## src/rtl/fetch_unit_if.sv

```systemverilog
// ---------------------------------------------------------------------------
// fetch_unit_if
// Bundles every non-clock/reset signal of the instruction-fetch stage.
//   master : the fetch unit (drives requests and the IF/ID head)
//   slave  : the environment (instruction memory, ID/EX redirect, IF/ID)
// Signal groups:
//   req_*      fetch request to instruction memory (valid/ready)
//   resp_*     in-order memory response, no backpressure
//   redirect_* taken branch/jump target from ID/EX
//   inst_*     prefetch FIFO head presented to IF/ID (valid/ready)
//   fifo_count current prefetch FIFO occupancy
// ---------------------------------------------------------------------------
interface fetch_unit_if #(
  parameter int XLEN  = 32,
  parameter int DEPTH = 4
);
  localparam int CW = $clog2(DEPTH + 1);

  logic            req_valid;
  logic            req_ready;
  logic [XLEN-1:0] req_addr;
  logic            resp_valid;
  logic [XLEN-1:0] resp_data;
  logic            redirect_valid;
  logic [XLEN-1:0] redirect_pc;
  logic            inst_valid;
  logic            inst_ready;
  logic [XLEN-1:0] inst;
  logic [XLEN-1:0] inst_pc;
  logic [CW-1:0]   fifo_count;

  modport master (
    output req_valid, req_addr,
    input  req_ready,
    input  resp_valid, resp_data,
    input  redirect_valid, redirect_pc,
    output inst_valid, inst, inst_pc, fifo_count,
    input  inst_ready
  );

  modport slave (
    input  req_valid, req_addr,
    output req_ready,
    output resp_valid, resp_data,
    output redirect_valid, redirect_pc,
    input  inst_valid, inst, inst_pc, fifo_count,
    output inst_ready
  );
endinterface

```

## src/rtl/fetch_unit.sv

```systemverilog
// ---------------------------------------------------------------------------
// fetch_unit
// Instruction-fetch stage. Owns the PC, issues fetch requests over a
// latency-tolerant valid/ready handshake, buffers in-order responses in a
// DEPTH-entry prefetch FIFO and presents {inst, inst_pc} to IF/ID. A redirect
// flushes the FIFO and marks every in-flight response for discard.
// Ports:
//   i_clk    clock, rising edge
//   i_rst_n  asynchronous active-low reset
//   bus      fetch_unit_if.master (request, response, redirect, IF/ID head,
//            fifo_count)
// Parameters:
//   XLEN          address / instruction width
//   DEPTH         FIFO entries (power of two, >=2); also caps requests in flight
//   RESET_VECTOR  first fetch address after reset (4-byte aligned)
// ---------------------------------------------------------------------------
module fetch_unit #(
  parameter int              XLEN         = 32,
  parameter int              DEPTH        = 4,
  parameter logic [XLEN-1:0] RESET_VECTOR = '0
) (
  input  logic          i_clk,
  input  logic          i_rst_n,
  fetch_unit_if.master  bus
);
  localparam int CW = $clog2(DEPTH + 1);
  localparam int PW = $clog2(DEPTH);

  typedef struct packed {
    logic [XLEN-1:0] inst;
    logic [XLEN-1:0] pc;
  } entry_t;

  entry_t          r_fifo [DEPTH];
  logic [XLEN-1:0] r_pc;      // next request address
  logic [XLEN-1:0] r_rpc;     // PC tag for the next kept response
  logic [CW-1:0]   r_outst;   // requests issued, not yet answered
  logic [CW-1:0]   r_drop;    // in-flight responses still to discard
  logic [CW-1:0]   r_count;
  logic [PW-1:0]   r_wr;
  logic [PW-1:0]   r_rd;

  logic            w_redirect;
  logic [XLEN-1:0] w_target;
  logic            w_credit;
  logic            w_req_valid;
  logic            w_req_fire;
  logic            w_resp_ok;
  logic            w_push;
  logic            w_pop;

  assign w_redirect = bus.redirect_valid;
  assign w_target   = bus.redirect_pc & ~XLEN'(3);

  // Requests in flight reserve a FIFO slot, so a response can never find the
  // FIFO full. Dropped-pending requests still hold their credit until they
  // come back. One extra bit keeps the sum from overflowing.
  assign w_credit    = ({1'b0, r_count} + {1'b0, r_outst}) < (CW+1)'(DEPTH);
  assign w_req_valid = i_rst_n & ~w_redirect & w_credit;
  assign w_req_fire  = w_req_valid & bus.req_ready;

  // A response with nothing outstanding is a memory protocol error; ignore it.
  assign w_resp_ok = bus.resp_valid & (r_outst != '0);
  assign w_push    = w_resp_ok & (r_drop == '0) & ~w_redirect;
  assign w_pop     = (r_count != '0) & bus.inst_ready & ~w_redirect;

  assign bus.req_valid  = w_req_valid;
  assign bus.req_addr   = r_pc;
  assign bus.inst_valid = (r_count != '0);
  assign bus.inst       = r_fifo[r_rd].inst;
  assign bus.inst_pc    = r_fifo[r_rd].pc;
  assign bus.fifo_count = r_count;

  // Control state: PC, response tag, credits, discard counter, occupancy.
  always_ff @(posedge i_clk or negedge i_rst_n) begin
    if (!i_rst_n) begin
      r_pc    <= RESET_VECTOR;
      r_rpc   <= RESET_VECTOR;
      r_outst <= '0;
      r_drop  <= '0;
      r_count <= '0;
      r_wr    <= '0;
      r_rd    <= '0;
    end else begin
      // w_req_fire is already 0 during a redirect, so outst is exact either way.
      r_outst <= r_outst + CW'(w_req_fire) - CW'(w_resp_ok);
      if (w_redirect) begin
        r_pc    <= w_target;
        r_rpc   <= w_target;
        // Everything still in flight after this cycle belongs to the old path.
        r_drop  <= r_outst - CW'(w_resp_ok);
        r_count <= '0;
        r_wr    <= '0;
        r_rd    <= '0;
      end else begin
        if (w_req_fire)
          r_pc <= r_pc + XLEN'(4);
        if (w_resp_ok && r_drop != '0)
          r_drop <= r_drop - CW'(1);
        if (w_push) begin
          r_rpc <= r_rpc + XLEN'(4);
          r_wr  <= r_wr + PW'(1);
        end
        if (w_pop)
          r_rd <= r_rd + PW'(1);
        r_count <= r_count + CW'(w_push) - CW'(w_pop);
      end
    end
  end

  // Storage is reset so the head reads as zero straight out of reset.
  always_ff @(posedge i_clk or negedge i_rst_n) begin
    if (!i_rst_n) begin
      for (int i = 0; i < DEPTH; i++)
        r_fifo[i] <= '0;
    end else if (w_push) begin
      r_fifo[r_wr] <= '{inst: bus.resp_data, pc: r_rpc};
    end
  end

endmodule

```

## src/flat_wrapper.sv

```systemverilog
// flat-port wrapper written by rule: the top's interface ports become plain ports
module fetch_unit_flat 
#(
  parameter int              XLEN         = 32,
  parameter int              DEPTH        = 4,
  parameter logic [XLEN-1:0] RESET_VECTOR = '0
)
  (i_clk, i_rst_n, bus_req_valid, bus_req_addr, bus_req_ready, bus_resp_valid, bus_resp_data, bus_redirect_valid, bus_redirect_pc, bus_inst_valid, bus_inst, bus_inst_pc, bus_fifo_count, bus_inst_ready);
  fetch_unit_if #(.XLEN(XLEN), .DEPTH(DEPTH)) bus_i ();
  input  logic i_clk;
  input  logic i_rst_n;
  output wire logic [$bits(bus_i.req_valid)-1:0] bus_req_valid;
  output wire logic [$bits(bus_i.req_addr)-1:0] bus_req_addr;
  input wire logic [$bits(bus_i.req_ready)-1:0] bus_req_ready;
  input wire logic [$bits(bus_i.resp_valid)-1:0] bus_resp_valid;
  input wire logic [$bits(bus_i.resp_data)-1:0] bus_resp_data;
  input wire logic [$bits(bus_i.redirect_valid)-1:0] bus_redirect_valid;
  input wire logic [$bits(bus_i.redirect_pc)-1:0] bus_redirect_pc;
  output wire logic [$bits(bus_i.inst_valid)-1:0] bus_inst_valid;
  output wire logic [$bits(bus_i.inst)-1:0] bus_inst;
  output wire logic [$bits(bus_i.inst_pc)-1:0] bus_inst_pc;
  output wire logic [$bits(bus_i.fifo_count)-1:0] bus_fifo_count;
  input wire logic [$bits(bus_i.inst_ready)-1:0] bus_inst_ready;
  assign bus_req_valid = bus_i.req_valid;
  assign bus_req_addr = bus_i.req_addr;
  assign bus_i.req_ready = bus_req_ready;
  assign bus_i.resp_valid = bus_resp_valid;
  assign bus_i.resp_data = bus_resp_data;
  assign bus_i.redirect_valid = bus_redirect_valid;
  assign bus_i.redirect_pc = bus_redirect_pc;
  assign bus_inst_valid = bus_i.inst_valid;
  assign bus_inst = bus_i.inst;
  assign bus_inst_pc = bus_i.inst_pc;
  assign bus_fifo_count = bus_i.fifo_count;
  assign bus_i.inst_ready = bus_inst_ready;
  fetch_unit #(.XLEN(XLEN), .DEPTH(DEPTH), .RESET_VECTOR(RESET_VECTOR)) u_core (.i_clk(i_clk), .i_rst_n(i_rst_n), .bus(bus_i));
endmodule
```

## config.mk

```make
export PLATFORM = sky130hd
export DESIGN_NAME = fetch_unit_flat
export DESIGN_NICKNAME = d
export VERILOG_FILES = /design/src/rtl/fetch_unit_if.sv /design/src/rtl/fetch_unit.sv /design/src/flat_wrapper.sv
export SDC_FILE = /design/constraint.sdc
export NUM_CORES = 1
export LEC_CHECK = 0
export CAP_MARGIN = 20
export CORE_MARGIN = 10
export CORE_UTILIZATION = 51
export CTS_CLUSTER_DIAMETER = 120
export DETAILED_ROUTE_END_ITERATION = 10
export GPL_ROUTABILITY_DRIVEN = 1
export PLACE_DENSITY_LB_ADDON = 0.1
export RECOVER_POWER = 50
export SYNTH_ARGS = -nofsm -noshare
export SYNTH_HDL_FRONTEND = slang
export SYNTH_SLANG_ARGS = --single-unit
```

## constraint.sdc

```tcl
create_clock -name i_clk -period 2.2 [get_ports i_clk]
set_clock_uncertainty 0.15 [all_clocks]
set_input_delay 0.33 -clock i_clk [delete_from_list [all_inputs] [get_ports i_clk]]
set_output_delay 0.33 -clock i_clk [all_outputs]
set_load 0.05 [all_outputs]
```

Word-level counts from Yosys, hierarchy flattened
Index checks and enable logic that the tools add are counted.
Storage, ports and cells
  register bits after elaboration: 333
  input port bits: 70
  output and inout bits: 101
Operators by class
  add/sub/neg operators: 11
  $lt $le $gt $ge: 4
  muxes and demuxes: 17
  bitwise logic cells: 11
  reductions and logical operators: 10
Operators with widths (count)
  $bwmux 256: 1
  $mux 64: 3
  $bmux 64 s2: 1
  $demux 64 s2: 1
  $mux 32: 4
  $add 32x3->32 const B: 2
  $mux 3: 3
  $reduce_bool 3->1: 3
  $sub 3x1->3: 3
  $and 1x1->1: 8
  $mux 2: 4
  $reduce_bool 2->1: 4
  $add 3x1->3: 2
  $ge 3x3->1 const B: 2
  $not 2->3: 2
  $add 2x1->2 const B: 2
  $add 3x3->4: 1
  $lt 4x3->1 const B: 1
  $logic_not 3->1: 1
  $lt 3x1->1 const B: 1
  $sub 3x1->3 const B: 1
  $logic_and 1x1->1: 2
  $not 1->1: 1

Logic depth before layout (Yosys ltp)
  depth after elaboration: 7
  depth in mapped cells: 11

Least setup slack after synthesis
No wires, ideal clock.
  kind: reg2reg
  from: register u_core.r_count[1] (netlist: u_core.bus.fifo_count[1])
  to: register u_core.r_count[2] (netlist: u_core.bus.fifo_count[2])
  data arrival time: 2554 ps
  data required time: 1919 ps
  setup slack: -635 ps
  stages on the path, launching flop included: 11
  period minus slack after synthesis: 2835 ps
  path through: dfrtp_1 -> or3_1 -> nand2_1 -> nor2_1 -> ha_1 -> inv_1 -> ha_1 -> inv_1 -> fa_1 -> xnor2_1 -> nor2_1
On the way
  cells in the longest elaborated chain, start to end: 5
  elaborated cells on any way between the ends: 6
Ends and longest elaborated chain
  from (decl): RTL line fetch_unit.sv:39  | logic [CW-1:0] r_count;
  from (signal assigned): RTL line fetch_unit.sv:106  | r_count <= r_count + CW'(w_push) - CW'(w_pop);
  $reduce_bool 3->1
  via bus_inst_valid: RTL line flat_wrapper.sv:19  | output wire logic [$bits(bus_i.inst_valid)-1:0] bus_inst_valid;
  $and 1x1->1 (2 in a row): RTL line fetch_unit.sv:65  | assign w_pop = (r_count != '0) & bus.inst_ready & ~w_redirect;
  $sub 3x1->3: RTL line fetch_unit.sv:106
  $mux 3: RTL line fetch_unit.sv:87  | if (w_redirect) begin
The timed path passes the listed nets, and every way through them passes these cells.
A chain may end at the register's enable or synchronous reset.

Final worst setup path
  from: register u_core.r_rd[0]
  to: output port bus_inst_pc[12]
On the way
  cells in the longest elaborated chain, start to end: 4
Ends and longest elaborated chain
  from (decl): RTL line fetch_unit.sv:41  | logic [PW-1:0] r_rd;
  from (signal assigned): RTL line fetch_unit.sv:105  | r_rd <= r_rd + PW'(1);
  $not 2->3 (implied by the code): RTL line fetch_unit.sv:71  | assign bus.inst_pc = r_fifo[r_rd].pc;
  $bmux 64 s2: RTL line fetch_unit.sv:71
  $mux 64 (2 in a row)
  to (decl): RTL line flat_wrapper.sv:21  | output wire logic [$bits(bus_i.inst_pc)-1:0] bus_inst_pc;
No other way between the ends. The select of a mux whose other input is x is not followed.

==> summary.md <==
| Metric | Value |
|---|---|
| Share of layout cells above drive strength 1 | 40.8% |
| Die ar. | 36,900 sq um |
| Routed wire length | 37,500 um |
| Period Utilization, post-route | 114% |
| Power Dens Cells | 1280 nW/um^2 |
| Unique masters post-synth | 56 |
| Average footprint of a synthesized cell | 14.2 sq um |
| Commonest non-fill, non-tap cells in the layout | 313 x dfrtp_1, 172 x mux2_2, 83 x mux2_1 |
| Die height | 192 um |
| Final Hold Viols | 0 |
| Routed wire length per instance | 21.7 um |
| Max capacitance violation total | 0 |
| Vias in the first global route | 10,380 |
| Clock Path Buffers | 3 |
| Post-Synth XOR/XNOR Area | 2.96% |
| Clock Sinks | 321 |
| Hold wc startpoint | bus_redirect_pc[19] |
| Critical path type | reg -> out |
| Simple-gate share of the synthesized area | 6.99% |
| Endpoints failing setup | 356 |
| Flops & latches, synth | 321 |
| RSZ-0062 raised after global routing | true |
| CP Max Fanout | 8 |
| Tmin final | 2.51 ns |
| Total power | 25,200 uW |
| Chip width | 192 um |
| FFs w/ async S/R, synth | 100% |
| Final ANT Viol Nets | 0 |
| CTS tree | done |
| Fin nets | 1,409 |
| Cell count after synthesis | 1,063 |
| Largest net degree at the start of global routing | 144 |
| VDD IR max | 0.943 mV |
| Clock latency on the worst-skew pair | 0.51 ns |
| Fmax achieved | 398 MHz |
| Hold Crit Class | in -> reg |
| Initial antenna violation count | 1 |
| Critical Path AT | 2.03 ns |
| Clock Tree Root | clkbuf_16 |
| Layout Cells excl Fill | 1,731 |
| Synth Area in Compound Gates | 2.72% |
| DRC viols | 0 |
| Fin. max-slew vios | 0 |
| Synth warn | 0 |
| Total GRT Usage | 20.4% |
| Port buffer count | 164 |
| Placed inst area | 17,700 sq um |
| Avg Vias per Cell | 5.64 |
| Final Util | 68.1% |
| FP Rows | 62 |
| Routed vias | 9,770 |
| First-pass GRT wire length | 59,600 um |
| Slew margin rel. | 42.5% |
| Largest family of logic cells by synthesized area | multiplexers |
| Post-synth top flop | dfrtp_1 |
| H-tree lvl count | 2 |
| Post-route cell area | 19,700 sq um |
| Worst-Margin Slew | 0.862 ns |
| Core Box Area | 28,900 sq um |
| Post-synthesis mux area share | 29.3% |
| HPWL after DPL | 25,300 um |
| Initial Util | 52.2% |
| Post-synthesis adder-cell area fraction | 1.59% |
| Status | finished with violations |
| Antenna Cells | 0 |
| Critical path required time | 1.72 ns |
| Worst R2R Start | u_core.r_outst[2] |
| Crit path launch type | flip-flop |
| Failing checks | setup timing |
| Placer Congestion | 0.829 |
| Commonest non-fill, non-tap cell in the layout | dfrtp_1 |
| Io pins | 171 |
| Clock buffer count from CTS | 36 |
| CP Capture Type | primary output |
| CP Launch Point | u_core.r_rd[0] |
| Post-synthesis cell area | 15,100 sq um |
| Worst Hold Slack | 0.285 ns |
| Area delta synth->final | 30.5% |
| Iter 0 DRT Violations | 576 |
| Clock slew at reported path FFs | 0.06 ns |
| Post-synth EDFFs | 0 |
| Pleak | 0.00896 uW |
| Total grt overflow | 0 |
| Placed cells | 1,639 |
| First-pass DRT Iterations | 4 |
| Setup WS post-layout | -0.314 ns |
| Register area share after synthesis | 53.2% |
[critical path: stages (launching register included)]
cell	delay [ns]
dfrtp_4	0.44
buf_12	0.17
buf_12	0.15
mux4_2	0.56
buf_6	0.18
[kinds of logic after synthesis]
logic type,Yosys count
simple gates,187
compound gates,63
flops,321
buf+inv,91
other cells,1
xor+xnor,51
mux,331
fa+ha+maj,18
[state kept, by name (all words and copies together), names as in the netlist]
name,cells
u_core.r_rd,2
u_core.bus.req_addr,30
u_core.r_outst,3
u_core.bus.fifo_count,3
u_core.r_wr,2
u_core.r_rpc,30
u_core.r_drop,3
u_core.r_fifo,248
[synthesized netlist by cell type, types with 12 or more instances]
cell	instances	area, sq um
dfrtp_1	321	8030
mux2_2	177	1990
mux2_1	90	1010
mux4_2	62	1400
nand2_1	36	135
nor2_1	35	131
nand3_1	34	170
buf_2	31	155
nand4_1	28	175
xnor2_1	26	228
xor2_1	25	219
o21ai_0	23	115
clkbuf_1	21	78.8
inv_1	17	63.8
ha_1	16	200
buf_6	12	135
[what timing repair did]
action | CTS | global route
hold endpoints to repair | 14 | 0
gates resized for setup | 112 | 79
buffers inserted | 8 | 14
gates cloned | 5 | 1
endpoints found under the setup margin | 155 | 241
pin swaps | 3 | 41
hold buffers | 1 | 0
[power by group]
group	switching, uW	internal [uW]	total (uW)	leakage [uW]
combinational	6100	5040	11100	0.00417
clock	2350	3670	6010	0.000598
sequential	801	7270	8070	0.00419
[stage by stage]
step | worst slack [ns] | setup TNS, ns
2_1_floorplan | -0.280 | -0.767
3_3_place_gp | -0.255 | -57.61
3_5_place_dp | -0.279 | -60.14
4_1_cts | -0.356 | -17.27
5_1_grt | -0.366 | -84.46
6_report | -0.314 | -51.57
[worst paths after layout]
path / depth (start not counted) / slack (ns) / to
hold reg to reg: 1 / 0.33 / u_core.r_fifo[81]
min in group asynchronous: 3 / 0.54 / u_core.r_fifo[147]
setup / recovery: 4 / -0.31 / bus_inst_pc[12]
hold / removal: 3 / 0.29 / u_core.r_rpc[19]
setup reg to reg: 9 / -0.22 / u_core.r_fifo[209]
max in group asynchronous: 4 / 0.23 / u_core.r_fifo[200]
[area by class of cell]
| type | instances | area [sq um] |
|---|---|---|
| clock buffer | 54 | 1090 |
| tap | 384 | 480 |
| inverter | 18 | 70.1 |
| multi-input combinational | 654 | 6860 |
| sequential | 321 | 8050 |
| clock inverter | 10 | 111 |
| timing repair buffer | 290 | 3050 |
| fill | 2075 | 9230 |
[metal layers]
metal / up-vias / track usage, % / part of all wire [%]
met5: - / 0 / 0
met4: 0 / 4.23 / 1.4
met3: 47 / 3.54 / 4.6
met2: 202 / 33.2 / 49
met1: 5112 / 28.4 / 45
li1: 4409 / - / -
Note: power is estimated with default switching activity, not from simulation.
